==> config.mk <==
export PLATFORM = sky130hd
export DESIGN_NAME = sprite_layer_scheduler
export DESIGN_NICKNAME = d
export VERILOG_FILES = /design/src/rtl/sprite_layer_scheduler.sv
export SDC_FILE = /design/constraint.sdc
export NUM_CORES = 1
export LEC_CHECK = 0
export CORE_ASPECT_RATIO = 1.5
export CORE_MARGIN = 2
export CORE_UTILIZATION = 30
export CTS_CLUSTER_DIAMETER = 80
export CTS_CLUSTER_SIZE = 10
export DETAILED_ROUTE_END_ITERATION = 16
export GPL_ROUTABILITY_DRIVEN = 1
export HOLD_SLACK_MARGIN = 0.03
export SYNTH_ARGS = -nofsm -noshare
export SYNTH_HDL_FRONTEND = slang
export SYNTH_SLANG_ARGS = --single-unit
==> constraint.sdc <==
create_clock -name clk -period 5.5 [get_ports clk]
set_clock_uncertainty 0.05 [all_clocks]
set_input_delay 0.825 -clock clk [delete_from_list [all_inputs] [get_ports clk]]
set_output_delay 0.825 -clock clk [all_outputs]
set_load 0.05 [all_outputs]
==> src/rtl/sprite_layer_scheduler.sv <==
// Per-pixel arbiter that shares one sprite_storage lookup port between NUM_LAYERS layers,
// resolving the first opaque colour in priority order (layer 0 first) or BG_COLOR.
module sprite_layer_scheduler #(
  parameter int          NUM_LAYERS  = 4,
  parameter logic [7:0]  TRANSPARENT = 8'hFF,
  parameter logic [7:0]  BG_COLOR    = 8'h00
) (
  input  logic                         clk,
  input  logic                         resetN,
  input  logic                         pixel_start,
  input  logic [31:0]                  pixelX,
  input  logic [31:0]                  pixelY,
  input  logic [NUM_LAYERS-1:0]        layer_enable,
  input  logic [NUM_LAYERS-1:0][31:0]  layer_sprite,
  input  logic [NUM_LAYERS-1:0][31:0]  layer_x_offset,
  input  logic [NUM_LAYERS-1:0][31:0]  layer_y_offset,
  output logic [31:0]                  sprite_number,
  output logic [31:0]                  requested_x,
  output logic [31:0]                  requested_y,
  output logic [31:0]                  x_offset,
  output logic [31:0]                  y_offset,
  input  logic [7:0]                   storage_RGB,
  output logic [7:0]                   RGBout,
  output logic                         pixel_valid,
  output logic                         busy,
  output logic                         dropped,
  output logic [1:0]                   state_o
);

  localparam int IDXW = (NUM_LAYERS > 1) ? $clog2(NUM_LAYERS) : 1;

  typedef enum logic [1:0] {IDLE = 2'd0, ISSUE = 2'd1, DRAIN = 2'd2} state_e;

  // Handshake: pixel_start is a single-cycle request accepted only while busy is low
  // (otherwise dropped strobes); pixel_valid is a one-cycle strobe with no backpressure.

  state_e                        state_q;
  logic [NUM_LAYERS-1:0]         pend_q;
  logic [NUM_LAYERS-1:0][31:0]   lay_sprite_q, lay_x_q, lay_y_q;
  logic [31:0]                   sprite_q, req_x_q, req_y_q, x_off_q, y_off_q;
  logic [7:0]                    rgb_q;
  logic                          valid_q, busy_q, dropped_q;
  logic                          iss_v_q, iss_last_q, res_v_q, res_last_q;

  logic [NUM_LAYERS-1:0]         src_mask, rest_mask;
  logic [IDXW-1:0]               sel;
  logic [31:0]                   sel_sprite, sel_x, sel_y;
  logic                          res_hit, done;
  logic [7:0]                    done_rgb;

  function automatic logic [IDXW-1:0] first_idx(input logic [NUM_LAYERS-1:0] m);
    logic [IDXW-1:0] r;
    r = '0;
    for (int i = NUM_LAYERS - 1; i >= 0; i--) begin
      if (m[i]) r = IDXW'(i);
    end
    return r;
  endfunction

  // In IDLE the first request is built straight from the inputs, since the latch happens on the same edge.
  always_comb begin
    src_mask   = (state_q == IDLE) ? layer_enable : pend_q;
    sel        = first_idx(src_mask);
    rest_mask  = src_mask & (src_mask - NUM_LAYERS'(1));
    sel_sprite = (state_q == IDLE) ? layer_sprite[sel]   : lay_sprite_q[sel];
    sel_x      = (state_q == IDLE) ? layer_x_offset[sel] : lay_x_q[sel];
    sel_y      = (state_q == IDLE) ? layer_y_offset[sel] : lay_y_q[sel];
    res_hit    = res_v_q && (storage_RGB != TRANSPARENT);
    done       = (state_q != IDLE) &&
                 ((res_v_q && (res_hit || res_last_q)) ||
                  (state_q == DRAIN && !res_v_q && !iss_v_q));
    done_rgb   = res_hit ? storage_RGB : BG_COLOR;
  end

  always_ff @(posedge clk or negedge resetN) begin
    if (!resetN) begin
      state_q      <= IDLE;
      pend_q       <= '0;
      lay_sprite_q <= '0;
      lay_x_q      <= '0;
      lay_y_q      <= '0;
      sprite_q     <= '0;
      req_x_q      <= '0;
      req_y_q      <= '0;
      x_off_q      <= '0;
      y_off_q      <= '0;
      rgb_q        <= '0;
      valid_q      <= 1'b0;
      busy_q       <= 1'b0;
      dropped_q    <= 1'b0;
      iss_v_q      <= 1'b0;
      iss_last_q   <= 1'b0;
      res_v_q      <= 1'b0;
      res_last_q   <= 1'b0;
    end else begin
      valid_q    <= 1'b0;
      dropped_q  <= pixel_start && (state_q != IDLE);
      iss_v_q    <= 1'b0;
      iss_last_q <= 1'b0;
      res_v_q    <= iss_v_q;
      res_last_q <= iss_last_q;
      if (done) begin
        // Early-out: anything still in flight belongs to a lower-priority layer and is discarded.
        state_q <= IDLE;
        busy_q  <= 1'b0;
        valid_q <= 1'b1;
        rgb_q   <= done_rgb;
        pend_q  <= '0;
        res_v_q <= 1'b0;
      end else if ((state_q == IDLE && pixel_start) || state_q == ISSUE) begin
        if (state_q == IDLE) begin
          busy_q       <= 1'b1;
          lay_sprite_q <= layer_sprite;
          lay_x_q      <= layer_x_offset;
          lay_y_q      <= layer_y_offset;
          req_x_q      <= pixelX;
          req_y_q      <= pixelY;
        end
        if (src_mask == '0) begin
          state_q <= DRAIN;
        end else begin
          sprite_q   <= sel_sprite;
          x_off_q    <= sel_x;
          y_off_q    <= sel_y;
          iss_v_q    <= 1'b1;
          iss_last_q <= (rest_mask == '0);
          pend_q     <= rest_mask;
          state_q    <= (rest_mask == '0) ? DRAIN : ISSUE;
        end
      end
    end
  end

  assign sprite_number = sprite_q;
  assign requested_x   = req_x_q;
  assign requested_y   = req_y_q;
  assign x_offset      = x_off_q;
  assign y_offset      = y_off_q;
  assign RGBout        = rgb_q;
  assign pixel_valid   = valid_q;
  assign busy          = busy_q;
  assign dropped       = dropped_q;
  assign state_o       = state_q;

endmodule
# Word level (Yosys, flattened, before mapping)

Cells that the tools add are included.

Reductions and logical operators: 22
$add $sub $neg: 1
Bitwise logic cells: 3
Multiplexer cells: 39
Eq/ne operators: 4
Magnitude comparators: 1

Operator list:

| operator            | count |
|---|---|
| $bmux 32 s2         | 6 |
| $mux 32             | 9 |
| $mux 2              | 8 |
| $mux 4              | 4 |
| $mux 1              | 11 |
| $logic_not 4->1     | 2 |
| $mux 8              | 1 |
| $ne 8x8->1 const B  | 1 |
| $logic_and 1x1->1   | 7 |
| $reduce_and 3->1    | 2 |
| $reduce_bool 2->1   | 3 |
| $and 4x4->4         | 1 |
| $reduce_and 2->1    | 2 |
| $sub 4x1->4 const B | 1 |
| $logic_or 1x1->1    | 3 |
| $lt 2x3->1 const B  | 1 |
| $eq 2x1->1 const B  | 1 |
| $eq 2x2->1 const B  | 1 |
| $logic_not 1->1     | 2 |
| $logic_not 2->1     | 1 |
| $ne 2x2->1 const B  | 1 |
| $not 1->1           | 2 |

Input port bits: 463
Register bits after elaboration: 565
Output and inout port bits: 173
Word-level logic and storage cells: 97

# Longest topological paths before layout

Gate-level depths: netlist of run 1.

Word-level depth: 9
Depth in mapped cells: 10
Mapped depth without buffers: 5

# Least setup slack after synthesis of run 1

Ideal clock, no wire load.

Kind: input -> register
Start point: input layer_enable[1]
End point: register sprite_q[0], in the netlist sprite_number[0]
Stages on the path: 9
Path slack: 2.670 ns
Required time: 5.324 ns
Arrival: 2.654 ns
Setup time: 0.126 ns
Buffers on the path: 4
Cells stage by stage: buf_2 -> o21bai_1 -> o22ai_1 -> and3_1 -> buf_2 -> buf_2 -> clkbuf_1 -> a221o_1 -> a221o_1

Longest elaborated chain between the ends: 6
Elaborated cells between the ends (all ways): 11
Those cells by class: 8 x mux; 1 x bitwise; 2 x reduce/logical

Ends and longest elaborated chain:

| element                       | RTL line | RTL |
|---|---|---|
| from (decl)                   | 13       | `input logic [NUM_LAYERS-1:0] layer_enable,` |
| $mux 4 (*)                    | 62       | `src_mask = (state_q == IDLE) ? layer_enable : pend_q;` |
| $mux 2 (2 in series)          | 55       | `if (m[i]) r = IDXW'(i);` |
| $bmux 32 s2                   | 65       | `sel_sprite = (state_q == IDLE) ? layer_sprite[sel] : lay_sprite_q[sel];` |
| $mux 32 (implied by the code) | 65       |  |
| $mux 32                       | 65       |  |
| to (signal assigned)          | 122      | `sprite_q <= sel_sprite;` |
| to (decl)                     | 40       | `logic [31:0] sprite_q, req_x_q, req_y_q, x_off_q, y_off_q;` |

Mark *: on every way between the ends. The rest lies on a longest branch, timed or not. The select of a mux whose other input is x is not followed.
A chain may end at the register's enable or synchronous reset.

# Worst setup path after layout of run 1

Start point: register state_q[1], in the netlist state_o[1]
End point: register y_off_q[16], in the netlist y_offset[16]

Longest elaborated chain between the ends: 9
Elaborated cells between the ends (all ways): 24
Those cells by class: 2 x eq/ne; 10 x mux; 2 x bitwise; 10 x reduce/logical

Ends and longest elaborated chain:

| element                       | RTL line    | RTL |
|---|---|---|
| from (decl)                   | 37          | `state_e state_q;` |
| from (signal assigned)        | 128         | `state_q <= (rest_mask == '0) ? DRAIN : ISSUE;` |
| $logic_not 2->1               | 62, 67, 110 |  |
| $mux 4                        | 62          |  |
| $mux 2 (4 in series)          | 55          |  |
| $bmux 32 s2                   | 67          | `sel_y = (state_q == IDLE) ? layer_y_offset[sel] : lay_y_q[sel];` |
| $mux 32 (implied by the code) | 67          |  |
| $mux 32                       | 67          |  |
| to (signal assigned)          | 124         | `y_off_q <= sel_y;` |
| to (decl)                     | 40          |  |

Several ways; a longest one is shown, not always the timed one. The select of a mux whose other input is x is not followed.

==> results.cfg, run 1 <==
[status]
status = finished clean

[logic_synthesis]
syn_area_per_cell_um2 = 8.58
ys.flop_type = dfrtp_1
synthArstFlopShare_pct = 100
syn_area_um2 = 28200
syn_inst = 3288
ys_seq_elements = 564
synth_largest_area_cell = dfrtp_1
yosys_warnings = 0
synth_area_leaders = dfrtp_1 (50%), nand2_1 (21%), a221o_1 (6.6%), a2111oi_0 (5.8%), o221a_2 (3.8%)
yosysSeqAreaShare_pct = 50.0
syn_nets = 3751
synth_edf_count = 0
synth_top_cell_area_share_pct = 50.0
synth_cell_types = 51

[layout]
stdcell_area_um2 = 37400
fillers = 9307
final_nets = 4175
area_growth_pct = 32.7
final_common_cell = nand2_1
drive_above_1_share_pct = 6.72
final_cell_mix = nand2_1 (1545), clkdlybuf4s50_1 (634), dfrtp_1 (564)

[detailed_routing]
final_antenna_net_count = 0
drtIter0Drc = 2590
post_drt_wl_per_cell_um = 24.5
routed-via-count = 28000
viasPerCell = 5.63
drc = 0
drtPass1Iterations = 6
routed_wirelength_um = 122000

[power]
p_per_area_nw_per_um2 = 694
ir_drop_v = 0.000860
p_leak_nw = 16.5

[placement]
dpl_cell_area_um2 = 35700
place_ws_ns = 1.41
place_hpwl_um = 74800
place.gp.congestion = 0.863
io_buffers = 635

[setup_path]
rr_worst_depth = 6
r2r_setup_slack_ns = 2.00
crit_arrival_ns = 4.02
end_kind = flip-flop
required_ns = 6.02
crit_end = y_offset[16]
reg2reg_from = state_o[1]
critPathLaunchType = flip-flop
r2r-end = y_offset[16]
startpoint = state_o[1]
path_class = reg -> reg
worstPathMaxFanout = 55

[die]
die_h_um = 380
start_util_pct = 30.3
io_pins = 636
die_w_um = 254
core.rowCount = 137
coreArea_um2 = 93100
dieArea_um2 = 96600

[sta]
finalCriticalPeriod_ns = 3.50
worst_slew_pin_slew_ns = 1.03
drv_slew = 0
rsz0062_at_grt = no
timing.final.hold_violations = 0
min_period_over_period_pct = 63.7
fin_ws_ns = 2.00
max_freq_mhz = 285
setup_tns_ns = 0
slew-limit-headroom_pct = 29.3
setup_viol = 0

[grt]
grt_overflow = 0
grt_pass1_wl_um = 182000
grt_max_degree = 134
grt_pass1_vias = 28400
antenna_found_initial = 26
grt_util_all_layers_pct = 24.9

[cts]
cts_tree = yes
worstSkewPairLatency_ns = 0.64
postCtsSetupRepairBufs = 0
clk_pin_slew_ns = 0.06
clockRootBuffer = clkbuf_16
cts_buffer_depth = 3
cts_buffers = 66
cts.htree.levels = 3
post_cts_resized = 0
ctsHoldBuffers = 0
cts_sinks = 564

[worst_hold_path]
hold_path.class = in -> async

[job]
cap_viol_max_count = 0
cell type report:
class                           instances  area [um2]  share of cell area, %
Sequential cell                       564       14100                   37.7
Multi-Input combinational cell       2385       12900                   34.5
Timing Repair Buffer                  691        7040                   18.8
Clock buffer                           67        1680                   4.48
Tap cell                             1251        1570                   4.18
Clock inverter                          7        80.1                  0.214
Antenna cell                           12        30.0                 0.0802
Inverter                                4        15.0                 0.0401
critical path, stage by stage, from the launching register on:
cell,delay (ns)
dfrtp_1,0.77
or4_4,0.70
buf_4,0.76
o211ai_1,0.18
a2111oi_0,0.57
a221o_1,0.19
a221o_1,0.11
report_power, final:
part / internal [mW] / leakage (nW) / switching (mW)
clock network: 2.17 / 0.866 / 1.80
logic: 4.87 / 8.69 / 9.71
registers: 6.22 / 6.91 / 1.22
total: 13.3 / 16.5 / 12.7
cell families (layout without fill, tap and decap cells):
| family | count (synthesis) | after routing | synth area share [%] |
|---|---|---|---|
| AO/OA/AOI/OAI | 706 | 706 | 22.2 |
| buffers and inverters | 339 | 769 | 4.77 |
| flip-flops | 564 | 564 | 50.0 |
| AND/OR/NAND/NOR | 1679 | 1679 | 23.0 |
| other | 0 | 12 | 0 |
per-stage QoR:
stage,util [%],power (mW),hold WS (ns),instances
final,40.2,26.0,0.169,4981
after global routing,40.2,27.5,0.230,4978
after CTS,40.2,26.1,0.179,4969
after detailed placement,38.3,22.0,0.297,4895
after global placement,38.3,21.8,0.285,4895
after floorplan,-,16.7,0.281,3288
worst min-delay path by stage:
stage,from,endpoint,slack [ns],cells after the start
finish,resetN,requested_x[0],0.17,1
global route,resetN,requested_x[0],0.23,1
CTS,resetN,requested_x[0],0.18,1
detailed placement,iss_last_q,res_last_q,0.30,0
global placement,iss_last_q,res_last_q,0.29,0
floorplan,iss_last_q,res_last_q,0.28,0
layer usage:
| layer | GRT usage (%) | vias up | share of wire, % |
|---|---|---|---|
| met5 | 0 | - | 0.093 |
| met4 | 15.0 | 18 | 5.8 |
| met3 | 5.71 | 327 | 8.3 |
| met2 | 39.9 | 1449 | 47 |
| met1 | 30.3 | 13700 | 39 |
| li1 | - | 12500 | - |
state kept, by name, summed over array words and instances (netlist names):
signal         cells
iss_last_q         1
lay_y_q          128
y_offset          32
lay_x_q          128
RGBout             8
res_last_q         1
state_o            2
lay_sprite_q     128
dropped            1
busy               1
pend_q             3
pixel_valid        1
res_v_q            1
x_offset          32
requested_x       32
requested_y       32
sprite_number     32
iss_v_q            1
Yosys cell counts (14+ instances only):
cell type / number
o211ai_1: 97
a31oi_1: 93
a221o_1: 186
clkbuf_1: 253
nand2_1: 1546
a2111oi_0: 188
o221a_2: 96
buf_2: 57
dfrtp_1: 564
buf_1: 24
nor2_1: 14
nor3_1: 95
(Power assumes the default switching activity.)
==> inputs of run 2 (changes only) <==
==> constraint.sdc (replaced) <==
create_clock -name clk -period 3.3 [get_ports clk]
set_clock_uncertainty 0.05 [all_clocks]
set_input_delay 0.495 -clock clk [delete_from_list [all_inputs] [get_ports clk]]
set_output_delay 0.495 -clock clk [all_outputs]
set_load 0.05 [all_outputs]
==> run 2 against run 1 <==
Compared with the run above:
- count of clock-buffer cells in the layout is 5 higher
- first-iteration DRC count is 6.7% higher
- largest cell class unchanged
- maximum frequency is 15% higher
- sequential cell count stayed put
- register-to-register slack worse by 1.7 ns
- via count is 1.6% higher
- sequential power is 68% higher
==> results.cfg, run 2 (synthesized netlist as in run 1, its figures left out) <==
[grt]
grt_pass1_wl_um = 188000
grt_max_degree = 101
grt_util_all_layers_pct = 25.6
antenna_found_initial = 13
grt_util_met3_pct = 5.14
grt-busiest-layer = met2
grt.met2_usage_pct = 42.3
grt_overflow = 0
use_met1_pct = 31.2
grt_pass1_vias = 29100

[die]
core.rowCount = 137
start_util_pct = 30.3
die_h_um = 380
dieArea_um2 = 96600
io_pins = 636
coreArea_um2 = 93100
die_w_um = 254

[cts]
cts_tree = yes
clockRootBuffer = clkbuf_16
cts_buffers = 67
worstSkewPairLatency_ns = 0.61
post_cts_resized = 0
cts.htree.levels = 3
clk_pin_slew_ns = 0.06
postCtsSetupRepairBufs = 0
cts_sinks = 564
cts_buffer_depth = 3
ctsHoldBuffers = 1

[detailed_routing]
drtIter0Drc = 2763
post_drt_wl_per_cell_um = 24.9
final_antenna_net_count = 0
drc = 0
routed-via-count = 28500
viasPerCell = 5.63
drtPass1Iterations = 5
routed_wirelength_um = 126000

[layout]
final_nets = 4258
final_cell_mix = nand2_1 (1545), clkdlybuf4s50_1 (634), dfrtp_1 (564)
final_common_cell = nand2_1
area_growth_pct = 36.6
reg.largest.list = lay_sprite_q (128), lay_x_q (128), lay_y_q (128)
fillers = 9229
drive_above_1_share_pct = 8.83

[setup_path]
crit_end = y_offset[16]
r2r-end = y_offset[16]
r2r_setup_slack_ns = 0.26
reg2reg_from = state_o[1]
crit_arrival_ns = 3.47
required_ns = 3.73
rr_worst_depth = 8
startpoint = state_o[1]
end_kind = flip-flop
worstPathMaxFanout = 27
path_class = reg -> reg
critPathLaunchType = flip-flop

[placement]
place.gp.congestion = 0.875
place_hpwl_um = 81600
io_buffers = 635

[sta]
max_freq_mhz = 329
rsz0062_at_grt = no
drv_slew = 0
min_period_over_period_pct = 92.0
setup_tns_ns = 0
fin_hold_ws_ns = 0.303
worst_slew_pin_slew_ns = 1.04
slew-limit-headroom_pct = 30.4
setup_viol = 0
finalCriticalPeriod_ns = 3.04
timing.final.hold_violations = 0

[status]
status = finished clean

[worst_hold_path]
hold_path.class = reg -> reg

[power]
power_mw = 44.9
p_leak_nw = 17.0
ir_drop_v = 0.000721
p_per_area_nw_per_um2 = 1160

[job]
cap_viol_max_count = 0
## run 2: cell types whose count changed in the layout (fill, tap and decap cells not counted), sizes merged
cell         previous run  this run
buf                    57       138
clkbuf                 67        72
clkinv                  4         2
clkinvlp                0         2
diode                  12         8
dlygate4sd3             0         1
## run 2: final cells by class
class                   instances  area, um2  area share (%)
diodes                          8       20.0          0.0519
clock buffers                  72       1770            4.58
clock inverters                 7       73.8           0.191
inverters                       4       15.0          0.0389
multi-input cells            2385      12900            33.5
flip-flops and latches        564      14100            36.6
well taps                    1251       1570            4.06
repair buffers                773       8090            21.0
## run 2: where the power goes
part	switching (mW)	internal (mW)	total, mW
Clock	3.02	3.78	6.81
Sequential	2.09	10.4	12.5
Combinational	16.5	9.10	25.6
Total	21.6	23.3	44.9
## run 2: worst max-delay path: stages (launching register included)
cell       delay, ns
dfrtp_1         0.53
buf_4           0.24
or3_4           0.47
buf_12          0.20
o221a_2         0.24
a2111oi_0       0.57
buf_4           0.21
a31oi_1         0.03
a221o_1         0.32
## run 2: worst min-delay path by stage
| stage | from | end | slack (ns) | cells after the start |
|---|---|---|---|---|
| after floorplan | resetN | RGBout[0] | 0.15 | 0 |
| after global placement | iss_last_q | res_last_q | 0.28 | 0 |
| after detailed placement | iss_last_q | res_last_q | 0.30 | 0 |
| after CTS | iss_last_q | res_last_q | 0.30 | 0 |
| after global routing | iss_last_q | res_last_q | 0.32 | 0 |
| final | iss_last_q | res_last_q | 0.30 | 0 |
## run 2: metal layers
layer / part of all wire (%) / vias to the layer above
met2: 48 / 1530
met1: 38 / 14000
met4: 5.3 / 10
met5: 0.044 / -
met3: 8.1 / 322
li1: - / 12600
## run 2: metrics by stage
step | instance area, um2 | util (%) | worst slack [ns] | instances
after floorplan | 28200 | - | 0.607 | 3288
after global placement | 36700 | 39.4 | 0.0404 | 4976
after detailed placement | 36700 | 39.4 | 0.0528 | 4976
after CTS | 38500 | 41.4 | 0.281 | 5056
after global routing | 38600 | 41.4 | 0.127 | 5063
final | 38600 | 41.4 | 0.264 | 5064
